**config.mk**
```make
export PLATFORM = sky130hd
export DESIGN_NAME = snn_segment_capture
export DESIGN_NICKNAME = d
export VERILOG_FILES = /design/src/rtl/snn_segment_capture.sv
export SDC_FILE = /design/constraint.sdc
export NUM_CORES = 1
export LEC_CHECK = 0
export BUFFER_PORTS_ARGS = -buffer_cell sky130_fd_sc_hd__buf_2
export CAP_MARGIN = 10
export CORE_MARGIN = 2
export CORE_UTILIZATION = 55
export CTS_BUF_LIST = sky130_fd_sc_hd__clkbuf_4 sky130_fd_sc_hd__clkbuf_8
export CTS_CLUSTER_SIZE = 10
export DETAILED_ROUTE_END_ITERATION = 8
export HOLD_SLACK_MARGIN = 0.08
export PLACE_DENSITY = 0.85
export SETUP_SLACK_MARGIN = 0.4
export SLEW_MARGIN = 20
export SYNTH_ARGS = -nofsm -noshare
export SYNTH_HDL_FRONTEND = slang
export SYNTH_SLANG_ARGS = --single-unit
```
**constraint.sdc**
```tcl
create_clock -name iCLK -period 3.6 [get_ports iCLK]
set_input_delay 1.08 -clock iCLK [delete_from_list [all_inputs] [get_ports iCLK]]
set_output_delay 1.08 -clock iCLK [all_outputs]
set_load 0.01 [all_outputs]
```
**src/rtl/snn_segment_capture.sv**
```systemverilog
// Segment/spike vector capture with channel-select output and a FWFT queue.
// Optional minimum-pulse hold on oSNN_OUT when built with SNN_STRETCH_EN.
module snn_segment_capture #(
  parameter int NUM_CH  = 7,
  parameter int DEPTH   = 16,
  parameter int SEL_W   = 3,
  parameter int THRESH  = 8,
  parameter int STRETCH = 8
) (
  input  logic                       iCLK,
  input  logic                       iRESET,
  input  logic [NUM_CH-1:0]          iSEG,
  input  logic                       iSET,
  input  logic [SEL_W-1:0]           iSEL,
  input  logic                       iPOP,
  input  logic                       iCLR_OVF,
  output logic                       oSNN_OUT,
  output logic [NUM_CH-1:0]          oDATA,
  output logic                       oVALID,
  output logic                       oFULL,
  output logic [$clog2(DEPTH+1)-1:0] oCOUNT,
  output logic                       oOVERFLOW,
  output logic                       oSAM_INT
);

  localparam int PTR_W = $clog2(DEPTH);
  localparam int CNT_W = $clog2(DEPTH+1);

  logic [NUM_CH-1:0] mem_q [DEPTH];
  logic [NUM_CH-1:0] last_q, last_d;
  logic [PTR_W-1:0]  wr_ptr_q, wr_ptr_d;
  logic [PTR_W-1:0]  rd_ptr_q, rd_ptr_d;
  logic [CNT_W-1:0]  count_q, count_d;
  logic              full_q, full_d;
  logic              valid_q, valid_d;
  logic              ovf_q, ovf_d;
  logic              int_q, int_d;
  logic              base_q, base_d;
  logic              push, pop;
  logic [NUM_CH-1:0] sel_shift;

  always_comb begin
    pop       = iPOP & valid_q;
    // A pop on the same edge frees the slot a full-queue push needs.
    push      = iSET & (~full_q | pop);
    sel_shift = last_q >> iSEL;
    base_d    = (int'(iSEL) < NUM_CH) ? sel_shift[0] : 1'b0;
    last_d    = iSET ? iSEG : last_q;
    wr_ptr_d  = push ? wr_ptr_q + PTR_W'(1) : wr_ptr_q;
    rd_ptr_d  = pop ? rd_ptr_q + PTR_W'(1) : rd_ptr_q;
    count_d   = count_q;
    if (push && !pop) begin
      count_d = count_q + CNT_W'(1);
    end else if (pop && !push) begin
      count_d = count_q - CNT_W'(1);
    end
    full_d  = (count_d == CNT_W'(DEPTH));
    valid_d = (count_d != '0);
    ovf_d   = (iSET & full_q & ~pop) | (ovf_q & ~iCLR_OVF);
    int_d   = (count_d >= CNT_W'(THRESH)) | ovf_d;
  end

  always_ff @(posedge iCLK) begin
    if (iRESET) begin
      last_q   <= '0;
      wr_ptr_q <= '0;
      rd_ptr_q <= '0;
      count_q  <= '0;
      full_q   <= 1'b0;
      valid_q  <= 1'b0;
      ovf_q    <= 1'b0;
      int_q    <= 1'b0;
      base_q   <= 1'b0;
    end else begin
      last_q   <= last_d;
      wr_ptr_q <= wr_ptr_d;
      rd_ptr_q <= rd_ptr_d;
      count_q  <= count_d;
      full_q   <= full_d;
      valid_q  <= valid_d;
      ovf_q    <= ovf_d;
      int_q    <= int_d;
      base_q   <= base_d;
    end
  end

  always_ff @(posedge iCLK) begin
    if (!iRESET && push) begin
      mem_q[wr_ptr_q] <= iSEG;
    end
  end

`ifdef SNN_STRETCH_EN
  localparam int SW = $clog2(STRETCH+1);

  logic [SW-1:0] hold_q, hold_d;
  logic          prev_q, prev_d;

  always_comb begin
    prev_d = base_q;
    hold_d = hold_q;
    // Loaded one edge after base rises, so base plus hold spans STRETCH.
    if (base_q && !prev_q) begin
      hold_d = SW'(STRETCH-1);
    end else if (hold_q != '0) begin
      hold_d = hold_q - SW'(1);
    end
  end

  always_ff @(posedge iCLK) begin
    if (iRESET) begin
      hold_q <= '0;
      prev_q <= 1'b0;
    end else begin
      hold_q <= hold_d;
      prev_q <= prev_d;
    end
  end

  assign oSNN_OUT = base_q | (hold_q != '0);
`else
  logic unused_stretch;
  assign unused_stretch = (STRETCH != 0);
  assign oSNN_OUT = base_q;
`endif

  assign oDATA     = mem_q[rd_ptr_q];
  assign oVALID    = valid_q;
  assign oFULL     = full_q;
  assign oCOUNT    = count_q;
  assign oOVERFLOW = ovf_q;
  assign oSAM_INT  = int_q;

endmodule

```
# Word-level counts from Yosys, hierarchy flattened
# Memories as Yosys holds them, arrays and structs flattened. A register that Yosys moved wholly into a read port is not among the register bits.
# Cells that the tools add are included.
op_classes:
  addsub: 4
  order_cmp: 2
  eq_ne: 1
  shifts: 1
  mux: 6
  bitwise: 12
  reduce_logical: 8
ops:
  columns: ["op", "n"]
  rows:
  - ["$mux W5", 2]
  - ["$add A4 B1 Y4 const B", 2]
  - ["$mux W4", 2]
  - ["$shr A7 B3 Y1", 1]
  - ["$add A5 B1 Y5 const B", 1]
  - ["$and A1 B1 Y1", 5]
  - ["$eq A5 B5 Y1 const B", 1]
  - ["$ge A5 B4 Y1 const B", 1]
  - ["$reduce_bool A5 Y1", 1]
  - ["$sub A5 B1 Y5 const B", 1]
  - ["$not A1 Y1", 4]
  - ["$logic_and A1 B1 Y1", 3]
  - ["$logic_not A1 Y1", 3]
  - ["$lt A3 B3 Y1 const B", 1]
  - ["$or A1 B1 Y1", 3]
  - ["$mux W1", 2]
  - ["$reduce_or A2 Y1", 1]
totals:
  register_bits: 25
  mem_bits_rw: 112
  inputBits: 15
  out_inout_bits: 17
  elab_cells: 44
  n_memories: 1
memory_table:
  columns: ["memory", "words", "width", "read_ports", "rd_clocked_by_memory_dff", "wr", "line", "source"]
  rows:
  - ["mem_q", 16, 7, 1, 1, 1, "29", "logic [NUM_CH-1:0] mem_q [DEPTH];"]

# Logic depth before layout (Yosys ltp)
depth:
  depth_word: 9
  depth_mapped: 7
  depth_no_buf: 7

# Worst setup path before layout
# OpenSTA, ideal clock, no wires.
synth_timing:
  path_kind: "register to output"
  start: "reg with a tool-made name"
  end: "out oDATA[0]"
  arrival_ns: 1.631
  required_time_ns: 2.520
  slack_ns: 0.889
  path_stages_with_launch: 5
  n_path_buf: 2
  path_cell_list: "dfxtp_1 -> buf_2 -> buf_1 -> mux4_2 -> mux4_2"
synth_lines:
  columns: ["element", "line", "source"]
  rows:
  - ["to (decl)", "18", "output logic [NUM_CH-1:0] oDATA,"]

==> reports/qor.yml <==
status: "finished clean"
grt_max_degree: 29
grt_overflow: 0
synth-seq-cells: 141
std_cell_rows: 37
route.detailed.drc: 0
synth-xor-area-share: 0.0138
drv_cap: 0
synth_compound_area_frac: 0.0268
nets: 387
peakVddDrop_v: 0.000256
numCtsBuffers: 17
synth_top_family_by_area: "multiplexers"
wl_met2_mm: 5.79
reg2reg_to: "mem_q[3][3]"
cts.reportedPaths.clkPinSlew_ns: 0.08
grt_pass1_vias: 3021
hold_path_class: "flip-flop to flip-flop"
slew-limit-headroom: 0.460
synth_area_leaders: "edfxtp_1 (59%), dfxtp_1 (10%), mux4_1 (8.8%)"
core_area_mm2: 0.0102
ff2ff_path_depth: 4
min_from: "last_q[0]"
fmax_mhz: 299
antennaDiodeCount: 0
hold_buffers: 0
ys_seq_area_frac: 0.692
grtUsageTotal: 0.209
start_kind: "flip-flop"
synthToLayoutAreaGrowth_pct: 12.9
min_period_ns: 3.35
muxShareOfSynthArea: 0.172
critPathCaptureType: "primary output"
synthAdderAreaFrac: 0.0154
postCtsSetupBuffers: 0
die_h_um: 106
first_pass_iters: 5
synth_warnings: 0
min_path_cells: 2
layout-drive-gt1-share: 0.265
place.gp.congestion: 0.840
synth_nets: 343
top_layer_used: "met4"
required_ns: 2.52
crit_type: "flip-flop to primary output"
worst_ep_arrival_time_ns: 2.27
syn_inst: 321
p_leak_uw: 0.00219
final_util: 0.632
num_vias: 2985
timing.final.crit_share: 0.931
grt_pass1_wl_mm: 16.6
met1_length_mm: 4.39
critPathMaxFanout: 7
clock-sinks: 141
synth.distinct_cells: 40
worst_slew_pin_slew_ns: 0.807
syn_avg_cell_area_um2: 17.8
setup_viol: 0
io_pins: 32
antenna_found_initial: 0
wl_mm: 11.1
finalSetupTns_ns: 0
cts_tree: "yes"
hold_viol_final: 0
drtIter0Drc: 242
port_buffers: 31
hpwl_mm: 6.86
ant_nets: 0
h-tree-depth: 4
die_w_um: 106
r2r_slack_ns: 1.34
synthesis.area_mm2: 0.00570
start_util: 0.560
power.density_mw_per_mm2: 524
fin_worst_skew_ns: 0.00722
rsz0062_at_grt: "yes"
yosysTopAreaCell: "edfxtp_1"
wl_met3_um: 698
drv_slew: 0
min_to: "last_q[0]"
via_per_inst: 5.82
root_buffer: "clkbuf_8"
rr_startpoint: "oVALID"
netlist.area_leader.share: 0.590
layout_commonest_cell: "edfxtp_1"
yosys.area_share.simple: 0.0588
clk_path_buf_depth: 2
clock_latency_ns: 0.44
fp.dieArea_mm2: 0.0112
layout_common_cells: "edfxtp_1 (112), nor2_1 (39), dfxtp_1 (28)"
wl_per_cell_um: 21.6
[sequential cells by signal, summed over array words and instances (netlist names), named ones only]
| name | count |
|---|---|
| last_q | 7 |
| mem_q | 112 |
| oCOUNT | 5 |
| oFULL | 1 |
| oOVERFLOW | 1 |
| oSAM_INT | 1 |
| oSNN_OUT | 1 |
| oVALID | 1 |
| rd_ptr_q | 4 |
| wr_ptr_q | 4 |
[stage by stage]
stage                     area [um2]  hold slack (ns)  cells  setup WS, ns  total power [uW]
after global placement          5980            0.477    479         0.508              2150
after CTS                       6370            0.507    511         0.253              3360
final                           6440            0.502    513         0.250              3370
after detailed placement        5980            0.488    479         0.456              2160
after global routing            6440            0.539    513         0.206              3480
after floorplan                 5700            0.455    321         0.889              2070
[final cells by class]
cell class / count / area (um2)
sequential: 141 / 3950
fill: 705 / 3750
clock inverter: 14 / 146
multi-input combinational: 159 / 1600
tap: 136 / 170
clock buffer: 17 / 234
inverter: 7 / 26.3
timing repair buffer: 39 / 314
[what timing repair did]
action                                  4_1_cts  5_1_grt
endpoints found under the setup margin        7        7
pin swaps                                     0        0
resized for setup                            10        8
gates cloned                                  1        2
[cells by family after synthesis]
kind of cell | Yosys count
adder cells (fa/ha/maj) | 7
AO/OA/AOI/OAI | 22
buffers and inverters | 21
XOR/XNOR | 9
flip-flops | 141
AND/OR/NAND/NOR | 75
multiplexers | 46
[critical path, stage by stage (launching register included)]
cell,delay (ns)
dfxtp_4,0.44
clkbuf_16,0.20
mux4_2,0.53
mux4_2,0.50
buf_2,0.16
[per-layer routing]
layer | global-route usage | up-vias
met2 | 0.344 | 120
met1 | 0.271 | 1496
met3 | 0.0495 | 20
met4 | 0.0874 | 0
li1 | - | 1349
met5 | 0 | -
[power breakdown]
group          switching [uW]  leakage (uW)  total (uW)  internal, uW
Sequential               34.1       0.00125        1820          1790
Combinational             172      0.000764         345           174
Clock                     594      0.000176        1200           609
Total                     800       0.00219        3370          2570
[worst max-delay path by stage]
stage | startpoint | to | slack, ns | cells after the start
2_1_floorplan | flip-flop | oDATA[0] | 0.89 | 4
3_3_place_gp | iSET | mem_q[3][2] | 0.51 | 5
3_5_place_dp | iSET | mem_q[15][2] | 0.46 | 5
4_1_cts | flip-flop | oDATA[5] | 0.25 | 4
5_1_grt | flip-flop | oDATA[5] | 0.21 | 4
6_report | flip-flop | oDATA[5] | 0.25 | 4
[synthesized netlist by cell type, drive strengths merged]
cell	number
o21a	1
and3	2
a21o	2
o211ai	1
nand2	16
nor3	1
a22o	1
nand4	2
clkbuf	5
nor2b	1
a211oi	2
or3	2
nor2	39
buf	9
ha	7
nand3	5
or2	1
mux2i	10
and4bb	1
a311oi	1
a32oi	2
nand4b	1
inv	7
xnor2	3
xor2	6
a31oi	1
edfxtp	112
nand3b	2
o21ai	2
o221ai	1
mux4	36
dfxtp	29
a221oi	1
and2	2
a21oi	7
(Power assumes the default switching activity.)
